--- config.mk ---
export PLATFORM = sky130hd
export DESIGN_NAME = diag_serial_rx
export DESIGN_NICKNAME = d
export VERILOG_FILES = /design/src/rtl/diag_serial_pkg.sv /design/src/rtl/diag_rx_fifo.sv /design/src/rtl/diag_serial_rx.sv
export SDC_FILE = /design/constraint.sdc
export NUM_CORES = 1
export LEC_CHECK = 0
export ABC_AREA = 1
export CAP_MARGIN = 10
export CORE_MARGIN = 2
export CORE_UTILIZATION = 30
export DETAILED_ROUTE_END_ITERATION = 7
export PLACE_DENSITY = 0.52
export SETUP_SLACK_MARGIN = 0.3
export SLEW_MARGIN = 10
export SYNTH_ARGS = -nofsm -noshare
export SYNTH_HDL_FRONTEND = slang
export SYNTH_SLANG_ARGS = --single-unit
--- constraint.sdc ---
create_clock -name CLK -period 3.1 [get_ports CLK]
set_input_delay 0.62 -clock CLK [delete_from_list [all_inputs] [get_ports CLK]]
set_output_delay 0.62 -clock CLK [all_outputs]
set_load 0.02 [all_outputs]
--- src/rtl/diag_serial_pkg.sv ---
// ============================================================================
//  Module   : diag_serial_pkg
//  Purpose  : Shared widths, entry type and packing helper for the AFC
//             diagnostics serial receiver (diag_serial_rx, diag_rx_fifo).
//  Contents : DIAG_BYTE_W   - payload byte width
//             DIAG_ENTRY_W  - FIFO entry width, {first, data}
//             DIAG_BITCNT_W - bit-within-byte counter width
//  Revision : 1.0 - initial release
// ============================================================================
`timescale 1ns/1ps
`default_nettype none

package diag_serial_pkg;

   localparam int DIAG_BYTE_W   = 8;
   localparam int DIAG_ENTRY_W  = DIAG_BYTE_W + 1;
   localparam int DIAG_BITCNT_W = 3;

   typedef logic [DIAG_ENTRY_W-1:0] diag_entry_t;

   // FIFO entry layout: start-of-frame flag in the MSB, byte below it.
   function automatic diag_entry_t diag_pack(input logic                   first,
                                             input logic [DIAG_BYTE_W-1:0] data);
      return {first, data};
   endfunction

endpackage

`default_nettype wire

--- src/rtl/diag_rx_fifo.sv ---
// ============================================================================
//  Module   : diag_rx_fifo
//  Purpose  : Small synchronous FIFO for received diagnostic bytes.
//             Push while full is accepted only when a pop happens in the
//             same cycle; a pop on empty is ignored.
//  Ports    : clk, rst (async, active-high)
//             i_push, i_wdata  - write request and data
//             i_pop            - read request (head advances)
//             o_rdata          - entry at the head
//             o_full, o_empty  - occupancy flags
//  Params   : WIDTH (entry width), DEPTH (power of 2, >= 2)
//  Revision : 1.0 - initial release
// ============================================================================
`timescale 1ns/1ps
`default_nettype none

module diag_rx_fifo #(
   parameter int WIDTH = 9,
   parameter int DEPTH = 4
) (
   input  logic             clk,
   input  logic             rst,
   input  logic             i_push,
   input  logic [WIDTH-1:0] i_wdata,
   input  logic             i_pop,
   output logic [WIDTH-1:0] o_rdata,
   output logic             o_full,
   output logic             o_empty
);

   localparam int c_ADDR_W = $clog2(DEPTH);

   logic [WIDTH-1:0]  r_mem [DEPTH];
   // One extra pointer bit tells a full FIFO from an empty one.
   logic [c_ADDR_W:0] r_wr_ptr;
   logic [c_ADDR_W:0] r_rd_ptr;
   logic              w_do_push;
   logic              w_do_pop;

   assign o_empty   = (r_wr_ptr == r_rd_ptr);
   assign o_full    = (r_wr_ptr[c_ADDR_W] != r_rd_ptr[c_ADDR_W]) &&
                      (r_wr_ptr[c_ADDR_W-1:0] == r_rd_ptr[c_ADDR_W-1:0]);
   assign w_do_pop  = i_pop & ~o_empty;
   // A pop frees the head slot in the same cycle, so push-at-full is legal then.
   assign w_do_push = i_push & (~o_full | w_do_pop);
   assign o_rdata   = r_mem[r_rd_ptr[c_ADDR_W-1:0]];

   always_ff @(posedge clk or posedge rst) begin
      if (rst) begin
         r_wr_ptr <= '0;
         r_rd_ptr <= '0;
         for (int i = 0; i < DEPTH; i++) begin
            r_mem[i] <= '0;
         end
      end else begin
         if (w_do_push) begin
            r_mem[r_wr_ptr[c_ADDR_W-1:0]] <= i_wdata;
            r_wr_ptr <= r_wr_ptr + 1'b1;
         end
         if (w_do_pop) begin
            r_rd_ptr <= r_rd_ptr + 1'b1;
         end
      end
   end

endmodule

`default_nettype wire

--- src/rtl/diag_serial_rx.sv ---
// ============================================================================
//  Module   : diag_serial_rx
//  Purpose  : Serial-to-parallel receiver for the AFC diagnostics link.
//             Synchronises sck/cs_n/sdi into CLK, assembles MSB-first bytes
//             and queues them for a valid/ready consumer.
//  Ports    : CLK, rst (async, active-high)
//             sck, cs_n, sdi      - asynchronous serial inputs
//             m_data, m_first     - head byte and its start-of-frame flag
//             m_valid, m_ready    - consumer handshake
//             frame_err           - pulse: frame closed mid-byte
//             ovf, ovf_clr        - sticky drop flag and its clear
//             frame_len, frame_done - only with DIAG_SERIAL_RX_FRMCNT_EN
//  Config   : `define DIAG_SERIAL_RX_FRMCNT_EN adds the per-frame byte count.
//  Revision : 1.0 - initial release
// ============================================================================
`timescale 1ns/1ps
`default_nettype none

module diag_serial_rx
   import diag_serial_pkg::*;
#(
   parameter int FIFO_DEPTH  = 4,
   parameter int SYNC_STAGES = 2
) (
   input  logic                   CLK,
   input  logic                   rst,
   input  logic                   sck,
   input  logic                   cs_n,
   input  logic                   sdi,
   output logic [DIAG_BYTE_W-1:0] m_data,
   output logic                   m_first,
   output logic                   m_valid,
   input  logic                   m_ready,
   output logic                   frame_err,
   output logic                   ovf,
   input  logic                   ovf_clr
`ifdef DIAG_SERIAL_RX_FRMCNT_EN
  ,output logic [7:0]             frame_len,
   output logic                   frame_done
`endif
);

   logic [SYNC_STAGES-1:0]   r_sck_sync;
   logic [SYNC_STAGES-1:0]   r_cs_sync;
   logic [SYNC_STAGES-1:0]   r_sdi_sync;
   logic                     r_sck_hist;
   logic                     r_cs_hist;

   logic                     w_sck_s;
   logic                     w_cs_s;
   logic                     w_sdi_s;
   logic                     w_sck_rise;
   logic                     w_cs_fall;
   logic                     w_cs_rise;
   logic                     w_shift;
   logic                     w_last_bit;

   // Only the first seven bits are stored; the eighth goes straight into
   // the push register together with them.
   logic [DIAG_BYTE_W-2:0]   r_sr;
   logic [DIAG_BITCNT_W-1:0] r_bit_cnt;
   logic                     r_sof;
   // Set by a cs_n fall, cleared by a cs_n rise or reset: a frame that was
   // already open when reset released is ignored until it is re-opened.
   logic                     r_armed;
   logic                     r_push;
   diag_entry_t              r_push_data;
   logic                     r_frame_err;
   logic                     r_ovf;

   diag_entry_t              w_head;
   logic                     w_full;
   logic                     w_empty;
   logic                     w_pop;
   logic                     w_ovf_set;

   // ------------------------------------------------------------------
   // Synchronisers and edge detection
   // ------------------------------------------------------------------
   always_ff @(posedge CLK or posedge rst) begin
      if (rst) begin
         r_sck_sync <= '0;
         r_cs_sync  <= '0;
         r_sdi_sync <= '0;
         r_sck_hist <= 1'b0;
         r_cs_hist  <= 1'b0;
      end else begin
         r_sck_sync <= {r_sck_sync[SYNC_STAGES-2:0], sck};
         r_cs_sync  <= {r_cs_sync[SYNC_STAGES-2:0],  cs_n};
         r_sdi_sync <= {r_sdi_sync[SYNC_STAGES-2:0], sdi};
         r_sck_hist <= w_sck_s;
         r_cs_hist  <= w_cs_s;
      end
   end

   assign w_sck_s    = r_sck_sync[SYNC_STAGES-1];
   assign w_cs_s     = r_cs_sync[SYNC_STAGES-1];
   assign w_sdi_s    = r_sdi_sync[SYNC_STAGES-1];
   assign w_sck_rise = w_sck_s & ~r_sck_hist;
   assign w_cs_fall  = ~w_cs_s & r_cs_hist;
   assign w_cs_rise  = w_cs_s & ~r_cs_hist;
   assign w_shift    = w_sck_rise & ~w_cs_s & r_armed;
   assign w_last_bit = (r_bit_cnt == {DIAG_BITCNT_W{1'b1}});

   // ------------------------------------------------------------------
   // Shifter, bit counter, start-of-frame and frame-error logic
   // ------------------------------------------------------------------
   always_ff @(posedge CLK or posedge rst) begin
      if (rst) begin
         r_sr        <= '0;
         r_bit_cnt   <= '0;
         r_sof       <= 1'b0;
         r_armed     <= 1'b0;
         r_push      <= 1'b0;
         r_push_data <= '0;
         r_frame_err <= 1'b0;
      end else begin
         r_push      <= 1'b0;
         r_frame_err <= 1'b0;
         if (w_cs_fall) begin
            r_bit_cnt <= '0;
            r_sof     <= 1'b1;
            r_armed   <= 1'b1;
         end else if (w_cs_rise) begin
            r_frame_err <= r_armed & (r_bit_cnt != '0);
            r_bit_cnt   <= '0;
            r_armed     <= 1'b0;
         end else if (w_shift) begin
            r_sr <= {r_sr[DIAG_BYTE_W-3:0], w_sdi_s};
            if (w_last_bit) begin
               r_push      <= 1'b1;
               r_push_data <= diag_pack(r_sof, {r_sr, w_sdi_s});
               r_bit_cnt   <= '0;
               r_sof       <= 1'b0;
            end else begin
               r_bit_cnt <= r_bit_cnt + 1'b1;
            end
         end
      end
   end

   // ------------------------------------------------------------------
   // Byte FIFO and overflow flag
   // ------------------------------------------------------------------
   diag_rx_fifo #(
      .WIDTH (DIAG_ENTRY_W),
      .DEPTH (FIFO_DEPTH)
   ) u_fifo (
      .clk     (CLK),
      .rst     (rst),
      .i_push  (r_push),
      .i_wdata (r_push_data),
      .i_pop   (w_pop),
      .o_rdata (w_head),
      .o_full  (w_full),
      .o_empty (w_empty)
   );

   assign w_pop     = ~w_empty & m_ready;
   assign w_ovf_set = r_push & w_full & ~w_pop;

   always_ff @(posedge CLK or posedge rst) begin
      if (rst) begin
         r_ovf <= 1'b0;
      end else begin
         // Set wins over a simultaneous clear.
         r_ovf <= w_ovf_set | (r_ovf & ~ovf_clr);
      end
   end

   assign m_valid   = ~w_empty;
   assign m_first   = w_head[DIAG_BYTE_W];
   assign m_data    = w_head[DIAG_BYTE_W-1:0];
   assign frame_err = r_frame_err;
   assign ovf       = r_ovf;

`ifdef DIAG_SERIAL_RX_FRMCNT_EN
   // ------------------------------------------------------------------
   // Per-frame byte counter
   // ------------------------------------------------------------------
   logic [7:0] r_byte_cnt;
   logic [7:0] r_frame_len;
   logic       r_frame_done;

   always_ff @(posedge CLK or posedge rst) begin
      if (rst) begin
         r_byte_cnt   <= '0;
         r_frame_len  <= '0;
         r_frame_done <= 1'b0;
      end else begin
         r_frame_done <= 1'b0;
         if (w_cs_fall) begin
            r_byte_cnt <= '0;
         end else if (w_cs_rise) begin
            // A rise without a matching fall (frame open across reset) is not a frame.
            r_frame_done <= r_armed;
            if (r_armed) begin
               r_frame_len <= r_byte_cnt;
            end
         end else if (w_shift && w_last_bit && (r_byte_cnt != 8'hFF)) begin
            r_byte_cnt <= r_byte_cnt + 1'b1;
         end
      end
   end

   assign frame_len  = r_frame_len;
   assign frame_done = r_frame_done;
`endif

endmodule

`default_nettype wire

==> metrics.md <==
| Metric | Value |
|---|---|
| Final count of negative-setup-slack endpoints | `0` |
| Total I/O pin count | `19` |
| Core box area | `0.0109 sq mm` |
| Clock root buffer | `clkbuf_8` |
| Clock latency at the later pin of the worst-skew pair | `360 ps` |
| Fmax | `between 300 and 400 MHz` |
| Final wirelength | `7660 microns` |
| Total Die Area | `roughly 0.012 sq mm` |
| Starting Density | `30.9%` |
| Wire length of the first global-routing pass | `12,800 microns` |
| Path depth of the worst reg2reg path | `8` |
| Total negative slack for setup checks | `0 ps` |
| Shortest clock period the worst path allows after layout | `about 2700 ps` |
| DR iter-0 viols | `188` |
| Setup repair after global routing missed its margin | `yes` |
| Die outline width | `110 microns` |
| Hold-fix buffer count after cts | `0` |
| Endpoint type of the worst setup path | `primary output` |
| Total global-route track usage | `14.1%` |
| Number of global-route vias before repair | `between 2,000 and 3,000` |
| Hold violation total from the final report | `0` |
| Startpoint type of the worst setup path | `flip-flop` |
| Capture point of the critical path | `m_valid` |
| Main combinational cell family by area after synthesis | `simple AND/OR/NAND/NOR gates` |
| Num Clock Sinks | `74` |
| Num CTS Buffers | `9` |
| Synthesized-area fraction occupied by and/or/nand/nor cells | `between 20% and 30%` |
| Number of rows in the core area | `38` |
| Commonest cells after routing, fill and taps aside | `113 x nand2_1, 73 x dfrtp_1, 39 x nand4_1` |
| Most frequent standard cell in the layout excluding fill and tap cells | `nand2_1` |
| Reg-to-reg critical path startpoint | `u_fifo.r_rd_ptr[0]$_DFFE_PP0P_` |
| Final critical-path share of the clock period | `87.8%` |
| Required @ worst endpoint | `2480 ps` |
| Pin count of the biggest net entering global routing | `45` |
| Tightest Hold Check Type | `reg2reg` |
| Largest clock skew in the final design | `7.49 ps` |
| Reg2reg end | `u_fifo.r_mem[3]$_DFFE_PP0P_` |
| Fraction of the mapped netlist area in compound gates | `8.08%` |
| Status | `finished clean` |
| Adder-cell area share of the yosys netlist | `between 3 and 4%` |
| Max_cap viols | `0` |
| Worst setup path class | `reg2out` |
| HPWL Detailed | `~4900 microns` |
| Via/cell ratio | `4.78` |
| Global placer's final weighted congestion | `between 0.8 and 0.9` |
| Count of nets left with antenna violations after detail routing | `0` |
| Post-synthesis sequential area ratio | `a little under three fifths` |
| Netlist cell types | `24` |
| Layout cell share with drive strength beyond 1 | `9.67%` |
| PD cells | `682 mW/mm^2` |
| Share of the core filled with cells | `35.5%` |
| Routed vias | `approximately 2,500` |
| Peak VDD IR | `0.000468 V` |
| Worst-case clock buffer depth | `2` |
| Crit path from | `u_fifo.r_rd_ptr[0]$_DFFE_PP0P_` |
| Flops & latches, synth | `74` |
| Die extent in y | `roughly 110 microns` |
| Total count of max-transition violations in the final report | `0` |
| Data arrival, critical path | `2100 ps` |
| Layout Area Growth over Synthesis | `15.0%` |
| CTS tree | `built` |
| Count of antenna diodes in the layout | `0` |
| Antenna violations before repair | `0` |
| Pre-antenna DRT Iters | `4` |
| Worst Path Max Fanout | `10` |
| Netlist area before placement | `approximately 0.0034 sq mm` |
| Worst-case headroom to the max-slew limit | `52.2%` |
| Remaining DRCs | `0` |
| Slack of the worst reg-to-reg path | `1090 ps` |
| Deepest level of the CTS H-tree | `3` |
| Post-synthesis share of cell area spent on xor and xnor gates | `less than 1%` |
| Actual transition at the worst max-transition pin | `around 720 ps` |
| Total congestion overflow | `0` |
| Synth warn | `0` |
| Setup Buffers After CTS | `0` |
| Total power | `2.64 mW` |
| Avg Synthesized Cell Area | `9.01 sq um` |
| Number of I/O port buffers | `18` |
| Post-Syn Nets | `390` |
| WL/cell | `approximately 14 microns` |
| Count of mapped cells out of synthesis | `373` |
| Share of cell area taken by muxes after synthesis | `0%` |
| Reported leakage power | `1.86 nW` |
| Clock transition time at the flip-flop clock pins of the worst setup and hold paths | `around 70 ps` |
| Net count reported at finish | `405` |
## cells by family (layout without fill, tap and decap cells)
family,after synthesis,in the layout
flops,74,74
compound gates,52,52
buf+inv,45,65
xor+xnor,1,1
fa+ha+maj,10,10
simple gates,191,191
## sequential cells by signal, summed over array words and instances (netlist names)
| name | flops |
|---|---|
| r_sdi_sync | 2 |
| r_sr | 7 |
| frame_err | 1 |
| u_fifo.r_mem | 36 |
| r_sck_sync | 2 |
| r_armed | 1 |
| r_push_data | 9 |
| u_fifo.r_rd_ptr | 3 |
| r_sck_hist | 1 |
| u_fifo.r_wr_ptr | 3 |
| r_sof | 1 |
| r_cs_hist | 1 |
| r_push | 1 |
| r_bit_cnt | 3 |
| ovf | 1 |
| r_cs_sync | 2 |
## per-layer routing
metal | track usage [%] | share of wire, % | vias to the layer above
met3 | 4.33 | 4.6 | 12
li1 | - | - | 1281
met4 | 4.43 | 1.6 | 0
met1 | 18.2 | 47 | 1202
met2 | 22.5 | 47 | 52
met5 | 0 | 0 | -
## critical path, cell delays in order (launching register included)
cell	delay (ps)
dfrtp_1	480
clkinvlp_4	270
nand2_1	110
nand2_1	80
nor2_4	130
nand2_1	120
clkdlybuf4s50_1	550
## cell type report
class	count	area, sq um
flip-flops and latches	74	1850
inverters	25	97.6
fillers	1135	7020
repair buffers	23	234
repair inverters	1	7.51
well taps	140	175
multi-input cells	254	1300
clock inverters	6	65.1
clock buffers	10	138
## stage by stage
stage / worst slack (ps) / cell area [sq um] / std cells / hold slack, ps
2_1_floorplan: 598 / 3360 / 373 / 331
3_3_place_gp: 667 / 3650 / 516 / 338
3_5_place_dp: 653 / 3650 / 516 / 337
4_1_cts: 308 / 3850 / 532 / 355
5_1_grt: 248 / 3870 / 533 / 363
6_report: 378 / 3870 / 533 / 352
## report_power, final
| group | internal, mW | switching [mW] |
|---|---|---|
| Clock | 0.395 | 0.373 |
| Sequential | 1.01 | 0.0632 |
| Combinational | 0.312 | 0.486 |
| Total | 1.72 | 0.922 |
## synthesized netlist by cell type
master | count | area [sq um]
inv_1 | 23 | 86.3
dfrtp_1 | 74 | 1850
nor3_1 | 2 | 10.0
buf_2 | 3 | 15.0
xnor2_1 | 1 | 8.76
clkbuf_1 | 4 | 15.0
nand3_1 | 7 | 35.0
nand2_2 | 1 | 6.26
o21ai_1 | 4 | 20.0
inv_2 | 2 | 7.51
nor2_2 | 1 | 6.26
buf_4 | 1 | 7.51
ha_1 | 10 | 125
nor2_4 | 1 | 11.3
nand4_1 | 39 | 244
nor2_1 | 19 | 71.3
buf_6 | 5 | 56.3
o22ai_1 | 9 | 56.3
nand2_1 | 113 | 424
a21oi_1 | 1 | 5.00
nand2_4 | 2 | 22.5
buf_1 | 7 | 26.3
nand3_2 | 6 | 60.1
o21ai_0 | 38 | 190
## repair_timing
item | 4_1_cts | 5_1_grt
gates resized for setup | 1 | 3
endpoints found under the setup margin | 3 | 3
gates cloned | 0 | 1
hold endpoints to repair | 0 | 0
## how the worst min path moves through the flow
stage	from	to	cells past startpoint
after detailed placement	r_sdi_sync[0]$_DFF_PP0_	r_sdi_sync[1]$_DFF_PP0_	0
after global routing	r_cs_sync[0]$_DFF_PP0_	r_cs_sync[1]$_DFF_PP0_	0
after floorplan	r_cs_sync[0]$_DFF_PP0_	r_cs_sync[1]$_DFF_PP0_	0
after global placement	r_sck_sync[0]$_DFF_PP0_	r_sck_sync[1]$_DFF_PP0_	0
after CTS	r_sdi_sync[0]$_DFF_PP0_	r_sdi_sync[1]$_DFF_PP0_	0
final	r_sdi_sync[0]$_DFF_PP0_	r_sdi_sync[1]$_DFF_PP0_	0
Note: power is estimated with default switching activity, not from simulation.
